## config.mk

```make
export PLATFORM = sky130hd
export DESIGN_NAME = apb_remote_poller_flat
export DESIGN_NICKNAME = d
export VERILOG_FILES = /design/src/rtl/apb_remote_poller_pkg.sv /design/src/rtl/apb_remote_poller_if.sv /design/src/rtl/apb_poll_timer.sv /design/src/rtl/apb_remote_poller.sv /design/src/flat_wrapper.sv
export SDC_FILE = /design/constraint.sdc
export NUM_CORES = 1
export LEC_CHECK = 0
export CORE_UTILIZATION = 45
export CTS_CLUSTER_DIAMETER = 120
export CTS_CLUSTER_SIZE = 20
export DETAILED_ROUTE_END_ITERATION = 12
export GPL_TIMING_DRIVEN = 0
export MAX_ROUTING_LAYER = met4
export PLACE_DENSITY = 0.8
export SETUP_SLACK_MARGIN = 0.15
export SLEW_MARGIN = 10
export SYNTH_ARGS = -nofsm -noshare
export SYNTH_HDL_FRONTEND = slang
export SYNTH_SLANG_ARGS = --single-unit
```

## constraint.sdc

```tcl
create_clock -name clk -period 2.5 [get_ports clk]
set_input_delay 0.5 -clock clk [delete_from_list [all_inputs] [get_ports clk]]
set_output_delay 0.5 -clock clk [all_outputs]
set_load 0.01 [all_outputs]
```

## src/rtl/apb_remote_poller_pkg.sv

```systemverilog
// Shared types for the remote APB poller: FSM states, the latched request and strobe constants.
package apb_poller_pkg;

    typedef enum logic [1:0] {
        IDLE   = 2'd0,
        SETUP  = 2'd1,
        ACCESS = 2'd2,
        DONE   = 2'd3
    } state_t;

    typedef struct packed {
        logic [31:0] addr;
        logic [31:0] wdata;
        logic        write;
        logic        is_poll;
    } req_t;

    localparam logic [3:0] APB_STRB_ALL = 4'hF;
    localparam logic [3:0] APB_STRB_NONE = 4'h0;

endpackage

```

## src/rtl/apb_remote_poller_if.sv

```systemverilog
// APB bus bundle between the poller (requester) and the bridge completer port.
interface apb_remote_poller_if;
    logic [31:0] paddr;
    logic        psel;
    logic        penable;
    logic        pwrite;
    logic [31:0] pwdata;
    logic [3:0]  pstrb;
    logic        pready;
    logic [31:0] prdata;
    logic        pslverr;

    modport master (
        output paddr, psel, penable, pwrite, pwdata, pstrb,
        input  pready, prdata, pslverr
    );

    modport slave (
        input  paddr, psel, penable, pwrite, pwdata, pstrb,
        output pready, prdata, pslverr
    );
endinterface

```

## src/rtl/apb_poll_timer.sv

```systemverilog
// Heartbeat interval timer: reloading down-counter, one-cycle expire pulse at terminal count.
module apb_poll_timer #(
    parameter int INTERVAL = 156250
) (
    input  logic clk,
    input  logic rst,
    input  logic en,
    output logic expire
);
    localparam int W = $clog2(INTERVAL);
    localparam logic [W-1:0] RELOAD = W'(INTERVAL - 1);

    logic [W-1:0] cnt;

    always_ff @(posedge clk) begin
        if (rst) begin
            cnt <= RELOAD;
        end else if (!en || cnt == '0) begin
            cnt <= RELOAD;
        end else begin
            cnt <= cnt - W'(1);
        end
    end

    assign expire = en && (cnt == '0);
endmodule

```

## src/rtl/apb_remote_poller.sv

```systemverilog
// APB requester serving host commands and a periodic heartbeat read with access timeout.
// state  | meaning
// IDLE   | accept host command (priority) or pending heartbeat
// SETUP  | psel high, penable low, one cycle
// ACCESS | wait for pready or timeout
// DONE   | one-cycle response pulse, status update
module apb_remote_poller
    import apb_poller_pkg::*;
#(
    parameter int          POLL_INTERVAL  = 156250,
    parameter logic [31:0] POLL_ADDR      = 32'h0000_0000,
    parameter int          TIMEOUT_CYCLES = 1024,
    parameter int          FAIL_THRESHOLD = 3
) (
    input  logic        clk,
    input  logic        rst,
    input  logic        poll_en,
    input  logic        cmd_valid,
    output logic        cmd_ready,
    input  logic        cmd_write,
    input  logic [31:0] cmd_addr,
    input  logic [31:0] cmd_wdata,
    output logic        rsp_valid,
    output logic [31:0] rsp_rdata,
    output logic        rsp_err,
    output logic        rsp_timeout,
    output logic        rsp_is_poll,
    apb_remote_poller_if.master apb,
    output logic        link_up,
    output logic [15:0] poll_count,
    output logic [15:0] timeout_count
);
    localparam int TW = $clog2(TIMEOUT_CYCLES);
    localparam int FW = $clog2(FAIL_THRESHOLD + 1);
    localparam logic [TW-1:0] TO_LAST = TW'(TIMEOUT_CYCLES - 1);

    state_t        state, state_nxt;
    req_t          req;
    logic [TW-1:0] to_cnt;
    logic [31:0]   cap_rdata;
    logic          cap_err, cap_timeout;
    logic          poll_pending, poll_expire;
    logic [FW-1:0] fail_cnt;
    logic          accept_cmd, accept_poll, access_ok, access_abort, busy;

    apb_poll_timer #(.INTERVAL(POLL_INTERVAL)) u_timer (
        .clk    (clk),
        .rst    (rst),
        .en     (poll_en),
        .expire (poll_expire)
    );

    always_comb begin
        state_nxt    = state;
        accept_cmd   = 1'b0;
        accept_poll  = 1'b0;
        access_ok    = 1'b0;
        access_abort = 1'b0;
        case (state)
            IDLE: begin
                if (cmd_valid) begin
                    accept_cmd = 1'b1;
                    state_nxt  = SETUP;
                end else if (poll_pending) begin
                    accept_poll = 1'b1;
                    state_nxt   = SETUP;
                end
            end
            SETUP: state_nxt = ACCESS;
            ACCESS: begin
                // pready on the expiry cycle still wins over the abort
                access_ok    = apb.pready;
                access_abort = !apb.pready && (to_cnt == TO_LAST);
                if (access_ok || access_abort) state_nxt = DONE;
            end
            DONE: state_nxt = IDLE;
            default: state_nxt = IDLE;
        endcase
    end

    always_ff @(posedge clk) begin
        if (rst) state <= IDLE;
        else     state <= state_nxt;
    end

    always_ff @(posedge clk) begin
        if (rst) begin
            req           <= '0;
            to_cnt        <= '0;
            cap_rdata     <= '0;
            cap_err       <= 1'b0;
            cap_timeout   <= 1'b0;
            poll_pending  <= 1'b0;
            link_up       <= 1'b0;
            fail_cnt      <= '0;
            poll_count    <= '0;
            timeout_count <= '0;
        end else begin
            if (accept_cmd) begin
                req <= '{addr: cmd_addr, wdata: (cmd_write ? cmd_wdata : 32'h0),
                         write: cmd_write, is_poll: 1'b0};
            end else if (accept_poll) begin
                req <= '{addr: POLL_ADDR, wdata: 32'h0, write: 1'b0, is_poll: 1'b1};
            end

            to_cnt <= (state == ACCESS) ? to_cnt + TW'(1) : '0;

            if (access_ok) begin
                cap_rdata   <= req.write ? 32'h0 : apb.prdata;
                cap_err     <= apb.pslverr;
                cap_timeout <= 1'b0;
            end else if (access_abort) begin
                cap_rdata   <= 32'h0;
                cap_err     <= 1'b0;
                cap_timeout <= 1'b1;
            end

            // a further expiry while one is already pending is simply absorbed
            if (!poll_en)          poll_pending <= 1'b0;
            else if (accept_poll)  poll_pending <= 1'b0;
            else if (poll_expire)  poll_pending <= 1'b1;

            if (state == DONE) begin
                if (cap_timeout && timeout_count != 16'hFFFF)
                    timeout_count <= timeout_count + 16'd1;
                if (req.is_poll) begin
                    poll_count <= poll_count + 16'd1;
                    if (!cap_err && !cap_timeout) begin
                        link_up  <= 1'b1;
                        fail_cnt <= '0;
                    end else begin
                        if (fail_cnt != FW'(FAIL_THRESHOLD)) fail_cnt <= fail_cnt + FW'(1);
                        if (fail_cnt >= FW'(FAIL_THRESHOLD - 1)) link_up <= 1'b0;
                    end
                end
            end
        end
    end

    assign busy        = (state == SETUP) || (state == ACCESS);
    assign cmd_ready   = (state == IDLE) && !rst;

    assign apb.psel    = busy;
    assign apb.penable = (state == ACCESS);
    assign apb.paddr   = busy ? req.addr : 32'h0;
    assign apb.pwrite  = busy && req.write;
    assign apb.pwdata  = busy ? req.wdata : 32'h0;
    assign apb.pstrb   = (busy && req.write) ? APB_STRB_ALL : APB_STRB_NONE;

    assign rsp_valid   = (state == DONE);
    assign rsp_rdata   = rsp_valid ? cap_rdata : 32'h0;
    assign rsp_err     = rsp_valid && cap_err;
    assign rsp_timeout = rsp_valid && cap_timeout;
    assign rsp_is_poll = rsp_valid && req.is_poll;
endmodule

```

## src/flat_wrapper.sv

```systemverilog
// flat-port wrapper written by rule: the top's interface ports become plain ports
module apb_remote_poller_flat import apb_poller_pkg::*;
#(
    parameter int          POLL_INTERVAL  = 156250,
    parameter logic [31:0] POLL_ADDR      = 32'h0000_0000,
    parameter int          TIMEOUT_CYCLES = 1024,
    parameter int          FAIL_THRESHOLD = 3
)
  (clk, rst, poll_en, cmd_valid, cmd_ready, cmd_write, cmd_addr, cmd_wdata, rsp_valid, rsp_rdata, rsp_err, rsp_timeout, rsp_is_poll, link_up, poll_count, timeout_count, apb_paddr, apb_psel, apb_penable, apb_pwrite, apb_pwdata, apb_pstrb, apb_pready, apb_prdata, apb_pslverr);
  apb_remote_poller_if apb_i ();
  input  logic clk;
  input  logic rst;
  input  logic poll_en;
  input  logic cmd_valid;
  output logic cmd_ready;
  input  logic cmd_write;
  input  logic [31:0] cmd_addr;
  input  logic [31:0] cmd_wdata;
  output logic rsp_valid;
  output logic [31:0] rsp_rdata;
  output logic rsp_err;
  output logic rsp_timeout;
  output logic rsp_is_poll;
  output logic link_up;
  output logic [15:0] poll_count;
  output logic [15:0] timeout_count;
  output wire logic [$bits(apb_i.paddr)-1:0] apb_paddr;
  output wire logic [$bits(apb_i.psel)-1:0] apb_psel;
  output wire logic [$bits(apb_i.penable)-1:0] apb_penable;
  output wire logic [$bits(apb_i.pwrite)-1:0] apb_pwrite;
  output wire logic [$bits(apb_i.pwdata)-1:0] apb_pwdata;
  output wire logic [$bits(apb_i.pstrb)-1:0] apb_pstrb;
  input wire logic [$bits(apb_i.pready)-1:0] apb_pready;
  input wire logic [$bits(apb_i.prdata)-1:0] apb_prdata;
  input wire logic [$bits(apb_i.pslverr)-1:0] apb_pslverr;
  assign apb_paddr = apb_i.paddr;
  assign apb_psel = apb_i.psel;
  assign apb_penable = apb_i.penable;
  assign apb_pwrite = apb_i.pwrite;
  assign apb_pwdata = apb_i.pwdata;
  assign apb_pstrb = apb_i.pstrb;
  assign apb_i.pready = apb_pready;
  assign apb_i.prdata = apb_prdata;
  assign apb_i.pslverr = apb_pslverr;
  apb_remote_poller #(.POLL_INTERVAL(POLL_INTERVAL), .POLL_ADDR(POLL_ADDR), .TIMEOUT_CYCLES(TIMEOUT_CYCLES), .FAIL_THRESHOLD(FAIL_THRESHOLD)) u_core (.clk(clk), .rst(rst), .poll_en(poll_en), .cmd_valid(cmd_valid), .cmd_ready(cmd_ready), .cmd_write(cmd_write), .cmd_addr(cmd_addr), .cmd_wdata(cmd_wdata), .rsp_valid(rsp_valid), .rsp_rdata(rsp_rdata), .rsp_err(rsp_err), .rsp_timeout(rsp_timeout), .rsp_is_poll(rsp_is_poll), .apb(apb_i), .link_up(link_up), .poll_count(poll_count), .timeout_count(timeout_count));
endmodule
```

== Yosys cells after proc, flatten, opt, wreduce, memory -nomap -nowiden ==
Index checks and enable logic that the tools add are counted.
Storage, ports and cells
  register bits: 166
  input bits: 103
  output and inout bits: 141
  logic and storage cells: 91
Cells by class
  add/subtract/negate cells: 5
  order comparisons: 1
  equal/unequal tests: 8
  muxes and demuxes: 27
  bitwise logic cells: 2
  reduce and logical (&&, ||, !) cells: 33
Operators by type and width (count)
  32-bit 2-to-1 mux: 7
  66-bit 2-to-1 mux: 2
  16-bit by 1-bit adder with 16-bit output (second input constant): 2
  18-bit zero test: 1
  18-bit by 1-bit subtractor with 18-bit output (second input constant): 1
  16-bit inequality test (second input constant): 1
  1-bit 2-to-1 mux: 11
  10-bit by 1-bit adder with 10-bit output (second input constant): 1
  10-bit == test (second input constant): 1
  2-bit 2-to-1 mux: 5
  1-bit logical AND: 9
  2-bit one-hot mux with 4 select lines: 1
  2-bit nonzero test: 4
  2-bit OR reduction: 4
  2-bit AND reduction: 3
  3-bit AND reduction: 2
  1-bit zero test: 5
  2-bit == test (second input constant): 2
  4-bit 2-to-1 mux: 1
  1-bit logical OR: 3
  3-bit by 2-bit inequality test with 1-bit output (second input constant): 1
  3-bit OR reduction: 1
  2-bit by 1-bit adder with 2-bit output (second input constant): 1
  2-bit by 1-bit == test with 1-bit output (second input constant): 1
  other kinds (5): 6

== Depth between registers and ports, before layout ==
Gate-level depths: netlist (run 1).
  word-level depth: 5
  mapped depth: 7
  mapped depth without buffers: 6

== Cells and area by module ==
From an unflattened synthesis (run 1), not the netlist that was laid out.
Second synthesis, totals
  cells, all modules: 834
  area total of the unflattened synthesis: 7245.7 um^2
By module, submodules not included
  apb_remote_poller: times used 1, cells an instance 747, area each 6382.4 um^2, seq. area each 2962.8 um^2
  apb_poll_timer: times used 1, cells an instance 87, area each 863.3 um^2, seq. area each 360.3 um^2

== Worst setup path before layout (run 1) ==
No wires, ideal clock.
  kind: register -> register
  from: register u_core.state[1]
  to: register u_core.poll_count[15]
  library setup time: 70 ps
  arrival time: 2079 ps
  required time: 2430 ps
  path slack: 350 ps
  stages on the path, launching flop included: 7
  path buffers: 1
  clock period less this slack: 2150 ps
  cell sequence: dfxtp_1 > ha_1 > buf_2 > nand3_1 > or4_1 > or4_1 > a21oi_1
Between the ends
  cells in the longest elaborated chain, start to end: 2
Ends and longest elaborated chain
  start, declared: RTL line apb_remote_poller.sv:37  | state_t state, state_nxt;
  start signal, assigned: RTL line apb_remote_poller.sv:83  | else state <= state_nxt;
  2-bit == test
  named net rsp_valid: RTL line flat_wrapper.sv:19  | output logic rsp_valid;
  2-bit AND reduction (no source line)
  end signal, assigned: RTL line apb_remote_poller.sv:127  | poll_count <= poll_count + 16'd1;
  end, declared: RTL line apb_remote_poller.sv:30  | output logic [15:0] poll_count,
The timed path passes the listed nets, and every way through them passes these cells.
A chain may end at the register's enable or synchronous reset.

== Worst setup path in the final report (run 1) ==
  from: register u_core.state[0]
  to: output port apb_pwdata[9]
Between the ends
  cells in the longest elaborated chain, start to end: 3
  elaborated cells between the ends (all ways): 4
  those cells by class: 2 x eq/ne; 1 x mux; 1 x reduce/logical
Ends and longest elaborated chain
  2-bit by 1-bit == test with 1-bit output / 2-bit == test (equally long branches): RTL line apb_remote_poller.sv:140  | assign busy = (state == SETUP) || (state == ACCESS);
  1-bit logical OR *: RTL line apb_remote_poller.sv:140
  32-bit 2-to-1 mux *: RTL line apb_remote_poller.sv:147  | assign apb.pwdata = busy ? req.wdata : 32'h0;
  end, declared: RTL line flat_wrapper.sv:31  | output wire logic [$bits(apb_i.pwdata)-1:0] apb_pwdata;
Mark *: on every way between the ends. The rest lies on a longest branch, timed or not.

==> results of run 1 <==
state kept, by name, summed over array words and instances, names as in the netlist:
signal / flops
u_core.fail_cnt: 2
u_core.poll_pending: 1
u_core.cap_rdata: 32
u_core.to_cnt: 10
u_core.timeout_count: 16
u_core.cap_timeout: 1
u_core.u_timer.cnt: 18
u_core.state: 2
u_core.req: 66
u_core.link_up: 1
u_core.poll_count: 16
u_core.cap_err: 1
critical path, stage by stage (launching register included):
cell and delay, ns:
dfxtp_4 0.38, inv_4 0.05, ha_4 0.25, buf_4 0.15
clkbuf_8 0.15, and2_1 0.18, dlygate4sd2_1 0.28
report_power, final:
group / internal (W) / total (W) / leakage [nW] / switching, W
registers: 0.00289 / 0.00302 / 1.35 / 0.000133
logic: 0.00135 / 0.00266 / 2.75 / 0.00131
clock network: 0.00134 / 0.00241 / 0.256 / 0.00107
cell type report:
type / count / area [um^2]
Multi-Input combinational cell: 536 / 3377
Clock inverter: 12 / 78.83
Buffer: 55 / 381.6
Timing Repair Buffer: 254 / 2372
Inverter: 19 / 75.07
Sequential cell: 166 / 3331
Clock buffer: 20 / 466.7
Tap cell: 188 / 235.2
Fill cell: 1263 / 4828
per-layer routing:
metal	up-vias	global-route usage, %	wire [um]
met5	-	-	0
met4	0	10.84	510
met3	43	5.650	1080
met2	199	41.92	9762
met1	3185	29.99	8536
li1	3284	-	-
worst max path at each step:
stage | to | start | cells past startpoint | slack [ns]
2_1_floorplan | u_core.poll_count[15]$_SDFFE_PP0P_ | u_core.state[1]$_SDFFE_PP0P_ | 6 | 0.35
3_3_place_gp | apb_pstrb[2] | u_core.state[1]$_SDFFE_PP0P_ | 7 | -0.59
3_5_place_dp | apb_pstrb[1] | u_core.state[1]$_SDFFE_PP0P_ | 7 | -0.60
4_1_cts | rsp_rdata[7] | u_core.state[0]$_SDFFE_PP0P_ | 5 | 0.007
5_1_grt | apb_pwdata[9] | u_core.state[0]$_SDFFE_PP0P_ | 6 | 0.09
6_report | apb_pwdata[9] | u_core.state[0]$_SDFFE_PP0P_ | 6 | 0.14
placed cells by master (no fill, tap or decap), types with 7 or more instances in the layout:
master	n
nand4_1	7
a22oi_1	65
nand2_1	34
or3_1	15
dlymetal6s2s_1	16
inv_1	16
dlygate4sd2_1	44
nor2_1	102
nor4_1	13
a22o_1	33
nand3_1	17
clkbuf_8	11
buf_4	13
and2_1	95
clkdlybuf4s50_1	138
clkbuf_1	30
clkbuf_16	20
nor3_1	10
a21oi_1	30
buf_6	7
dfxtp_1	164
clkdlybuf4s15_1	9
or4_1	15
buf_2	31
xnor2_1	18
o31ai_1	10
o21ai_0	13
metrics by stage:
step | area [um^2] | total power, W | hold WS [ns]
after floorplan | 6943 | 0.004135 | 0.3790
after global placement | 9600 | 0.005078 | 0.3890
after detailed placement | 9600 | 0.005101 | 0.3976
after CTS | 10180 | 0.007984 | 0.4118
after global routing | 10320 | 0.008465 | 0.4298
final | 10320 | 0.008097 | 0.4087
kinds of logic (layout without fill, tap and decap cells):
kind of cell / Yosys count / count (layout) / synth area share, %
buffers and inverters: 74 / 360 / 4.361
AND/OR/NAND/NOR: 331 / 331 / 24.92
adder cells (fa/ha/maj): 9 / 9 / 1.622
multiplexers: 4 / 4 / 0.6127
XOR/XNOR: 23 / 23 / 2.901
AO/OA/AOI/OAI: 169 / 169 / 17.72
flip-flops: 166 / 166 / 47.86
timing repair:
action,in CTS,in global routing
setup endpoints to repair,120,70
pin swaps,1,1
cloned,1,1
hold buffers,0,0
gates resized for setup,246,35
buffers inserted,4,6
==> flow_summary.json, run 1 <==
{
  "worst_slew_margin_rel_pct": 43.71,
  "num_io_pins": 244,
  "grt_pass1_vias": 6352,
  "layout_setup_ws_ns": 0.1354,
  "final_nets": 1161,
  "fin_crit_ns": 2.365,
  "synth_fp_nets": 888,
  "async_flop_share_pct": 0,
  "worstHoldPathCells": 1,
  "syn_avg_cell_area_um2": 8.947,
  "grt_start_max_net_pins": 17,
  "synth_edf_count": 0,
  "clockBufferDepth": 2,
  "finalHoldViolations": 0,
  "ir_drop_uv": 695.4,
  "maxClockFrequency_mhz": 422.9,
  "initial_utilization_pct": 45.84,
  "rows": 45,
  "grtUsageTotal_pct": 25.49,
  "regToRegStartpoint": "u_core.u_timer.cnt[0]$_SDFF_PP1_",
  "ys_top_cells_by_count": "166 x dfxtp_1, 102 x nor2_1, 99 x and2_1, 65 x a22oi_1, 42 x clkbuf_1",
  "finalMaxSlewViolations": 0,
  "hpwl_um": 14230,
  "hp-class": "reg -> reg",
  "start_kind": "register",
  "synth.area.top_cells": "dfxtp_1 48%, and2_1 8.9%, a22oi_1 7.0%",
  "dpl_worst_slack_ns": -0.6031,
  "htree_levels": 4,
  "fin_worst_skew_ns": 0.006978,
  "syn_area_mm2": 0.006943,
  "critPathKind": "reg -> out",
  "required_ns": 2.00,
  "yosysSeqAreaShare_pct": 47.86,
  "ys_ff_latch": 166,
  "root_buffer": "clkbuf_16",
  "ant_nets": 0,
  "rsz0062_at_grt": "yes",
  "num_vias": 6711,
  "cts_sinks": 166,
  "gp_congestion": 0.8058,
  "grt_overflow": 0,
  "viasPerCell": 5.369,
  "netlist_instances": 776,
  "synth_top_area_share_pct": 47.86,
  "drc_errors": 0,
  "die_h_um": 126.2,
  "grt_pass1_wl_um": 31110,
  "instances_no_fill": 1250,
  "die_w_um": 126.2,
  "p_leak_nw": 4.351,
  "max_cap_viol_count": 0,
  "ys_types": 48,
  "r2r_slack_ns": 0.29,
  "synth_top_area_cell": "dfxtp_1",
  "cts_tree": "yes",
  "cts_buffers": 17,
  "portBuffers": 242,
  "antenna_found_initial": 0,
  "crit_arrival_ns": 1.86,
  "drt-total-wl_um": 19890,
  "fin_crit_sh_pct": 94.58,
  "drive_above_1_share_pct": 11.77,
  "final-setup-viol-count": 0,
  "status": "completed",
  "r2r_end": "u_core.u_timer.cnt[12]$_SDFF_PP0_",
  "min_to": "u_core.u_timer.cnt[0]$_SDFF_PP1_",
  "coreArea_mm2": 0.01515,
  "min_from": "u_core.u_timer.cnt[0]$_SDFF_PP1_",
  "final_util_pct": 68.12,
  "clkLatencyLatePin_ns": 0.43,
  "worst_pin_slew_ns": 0.8380,
  "path_clk_slew_ns": 0.06,
  "ys_warn_count": 0,
  "final.setup.tns_ns": 0,
  "antenna_cells": 0,
  "drtIter0Drc": 312,
  "dieArea_mm2": 0.01593,
  "yosysMostFrequentCell": "dfxtp_1",
  "critPathCaptureType": "output pin",
  "cp_max_fo": 10,
  "area_growth_pct": 48.60,
  "p_per_area_mw_per_mm2": 784.8,
  "synth_ff_type": "dfxtp_1",
  "wl_per_cell_um": 15.91,
  "drt_first_pass_iters": 5,
  "dp_cells": 1206,
  "reg2regPathDepth": 7
}
Power figures use the tool's default switching activity.
==> run 2: changes to the inputs <==
Settings changed: CAP_MARGIN set to 20.
==> results of run 2 <==
No change in the layout: final DEF, timing and power equal those of run 1.
==> run 3: changes to the inputs <==
Settings changed: CORE_UTILIZATION 45 to 41, CTS_CLUSTER_DIAMETER 120 to 40, PLACE_DENSITY 0.8 to 0.77.
Clock period 2.5 ns to 2.1 ns, I/O delays scaled along.
==> run 3 against run 2 <==
The run now ends with setup timing left. Critical path depth increased by 1. Sequential share of layout area decreased by 3.2 points. Combinational power increased by 59%. Largest cell class unchanged. Largest power group is now combinational cells. Highest routed layer unchanged.
==> flow_summary.json, run 3 (synthesized netlist as in run 1, its figures left out) <==
{
  "drive_above_1_share_pct": 33.12,
  "die_h_um": 132.1,
  "grt_overflow": 0,
  "layout_setup_ws_ns": -0.1105,
  "rows": 47,
  "final-setup-viol-count": 78,
  "largestRegisters": "u_core.req: 66 flops, u_core.cap_rdata: 32 flops, u_core.u_timer.cnt: 18 flops",
  "clkLatencyLatePin_ns": 0.43,
  "coreArea_mm2": 0.01658,
  "dieArea_mm2": 0.01746,
  "critPathCaptureType": "output pin",
  "start_kind": "register",
  "grt_start_max_net_pins": 17,
  "maxClockFrequency_mhz": 452.4,
  "p_per_area_mw_per_mm2": 940.4,
  "finalHoldViolations": 0,
  "final_cell_mix": "159 x dfxtp_1, 135 x clkdlybuf4s50_1, 107 x buf_6",
  "cp_max_fo": 6,
  "hpwl_um": 14830,
  "ir_drop_uv": 736.9,
  "worstHoldPathCells": 1,
  "fin_worst_skew_ns": 0.01274,
  "violations": "setup timing",
  "viasPerCell": 5.233,
  "gp_congestion": 0.8053,
  "final_nets": 1198,
  "crit_arrival_ns": 1.79,
  "num_io_pins": 244,
  "grt_pass1_vias": 6693,
  "fin_crit_sh_pct": 105.3,
  "clockBufferDepth": 2,
  "critPathKind": "reg -> out",
  "root_buffer": "clkbuf_16",
  "layout_commonest_cell": "dfxtp_1",
  "hp-class": "reg -> reg",
  "drtIter0Drc": 308,
  "worstSetupStartpoint": "u_core.state[0]$_SDFFE_PP0P_",
  "antenna_found_initial": 1,
  "drc_errors": 0,
  "ant_nets": 0,
  "drt-total-wl_um": 22100,
  "area_growth_pct": 65.63,
  "initial_utilization_pct": 41.87,
  "regToRegStartpoint": "u_core.state[1]$_SDFFE_PP0P_",
  "fin_area_mm2": 0.01150,
  "worst_pin_slew_ns": 0.6391,
  "min_from": "u_core.u_timer.cnt[0]$_SDFF_PP1_",
  "cts_sinks": 166,
  "die_w_um": 132.1,
  "dpl_cell_area_mm2": 0.009699,
  "worst_slew_margin_rel_pct": 57.06,
  "wl_per_cell_um": 16.74,
  "finalMaxSlewViolations": 0,
  "holdWs_ns": 0.4287,
  "dpl_worst_slack_ns": -0.8002,
  "max_cap_viol_count": 0,
  "htree_levels": 4,
  "portBuffers": 242,
  "cts_tree": "yes",
  "reg2regPathDepth": 9,
  "required_ns": 1.68,
  "grtUsageTotal_pct": 25.36,
  "largest_reg_flops": 66,
  "path_clk_slew_ns": 0.06,
  "drt_first_pass_iters": 5,
  "max_flop_register": "u_core.req",
  "num_vias": 6908,
  "rsz0062_at_grt": "yes",
  "grt_pass1_wl_um": 33960,
  "final.setup.tns_ns": -3.167,
  "cts_buffers": 17,
  "status": "finished, violations left",
  "fin_crit_ns": 2.211,
  "p_leak_nw": 4.506
}
-- run 3: cell count changes in the layout (fill, tap and decap cells not counted), moves of 9 or more --
cell | before | now
buf_8 | 1 | 17
a21oi_1 | 30 | 18
buf_2 | 31 | 20
a21oi_2 | 1 | 13
and2_4 | 4 | 76
buf_6 | 7 | 107
clkdlybuf4s15_1 | 9 | 0
dlymetal6s2s_1 | 16 | 0
and2_1 | 95 | 23
buf_4 | 13 | 24
dlygate4sd2_1 | 44 | 0
or4_4 | 2 | 13
or4_1 | 15 | 4
clkbuf_8 | 11 | 2
-- run 3: path summary, 6_finish.rpt --
check,slack (ns),to
setup / recovery,-0.11,apb_pstrb[0]
hold / removal,0.43,u_core.u_timer.cnt[0]$_SDFF_PP1_
setup reg to reg,-0.07,u_core.timeout_count[14]$_SDFFE_PP0P_
hold reg to reg,0.43,u_core.u_timer.cnt[0]$_SDFF_PP1_
-- run 3: area by class of cell --
class / count / area (um^2)
Fill cell: 1309 / 5084
Multi-Input combinational cell: 536 / 3826
Sequential cell: 166 / 3339
Timing Repair Buffer: 291 / 2982
Buffer: 55 / 444.2
Clock buffer: 18 / 439.2
Tap cell: 220 / 275.3
Clock inverter: 14 / 112.6
Inverter: 19 / 78.83
Antenna cell: 1 / 2.502
-- run 3: what timing repair did --
| item | CTS | global route |
|---|---|---|
| hold buffers | 0 | 0 |
| cloned | 8 | 1 |
| buffers inserted | 20 | 20 |
| endpoints found under the hold margin | 0 | 0 |
| resized for setup | 593 | 172 |
| endpoints found under the setup margin | 214 | 176 |
| pin swaps | 50 | 51 |
-- run 3: per-layer routing --
metal | global-route usage [%] | up-vias | wire (um)
li1 | - | 3354 | -
met1 | 30.18 | 3293 | 9293
met2 | 41.39 | 235 | 11010
met3 | 6.075 | 26 | 1475
met4 | 9.625 | 0 | 317
met5 | - | - | 0
-- run 3: critical path, stage by stage (launching register included) --
cell	delay (ns)
dfxtp_4	0.37
inv_4	0.04
ha_4	0.25
clkbuf_16	0.16
clkbuf_16	0.15
and2_4	0.16
buf_6	0.12
buf_6	0.11
-- run 3: power breakdown --
part	switching [W]	internal (W)
clock network	0.00139	0.00158
logic	0.00188	0.00235
registers	0.000177	0.00344
-- run 3: metrics by stage --
stage / std cells / utilization, % / power [W]
2_1_floorplan: 776 / - / 0.004934
4_1_cts: 1298 / 64.60 / 0.01016
5_1_grt: 1320 / 69.35 / 0.01132
3_3_place_gp: 1238 / 58.49 / 0.006111
3_5_place_dp: 1238 / 58.49 / 0.006133
6_report: 1320 / 69.35 / 0.01081
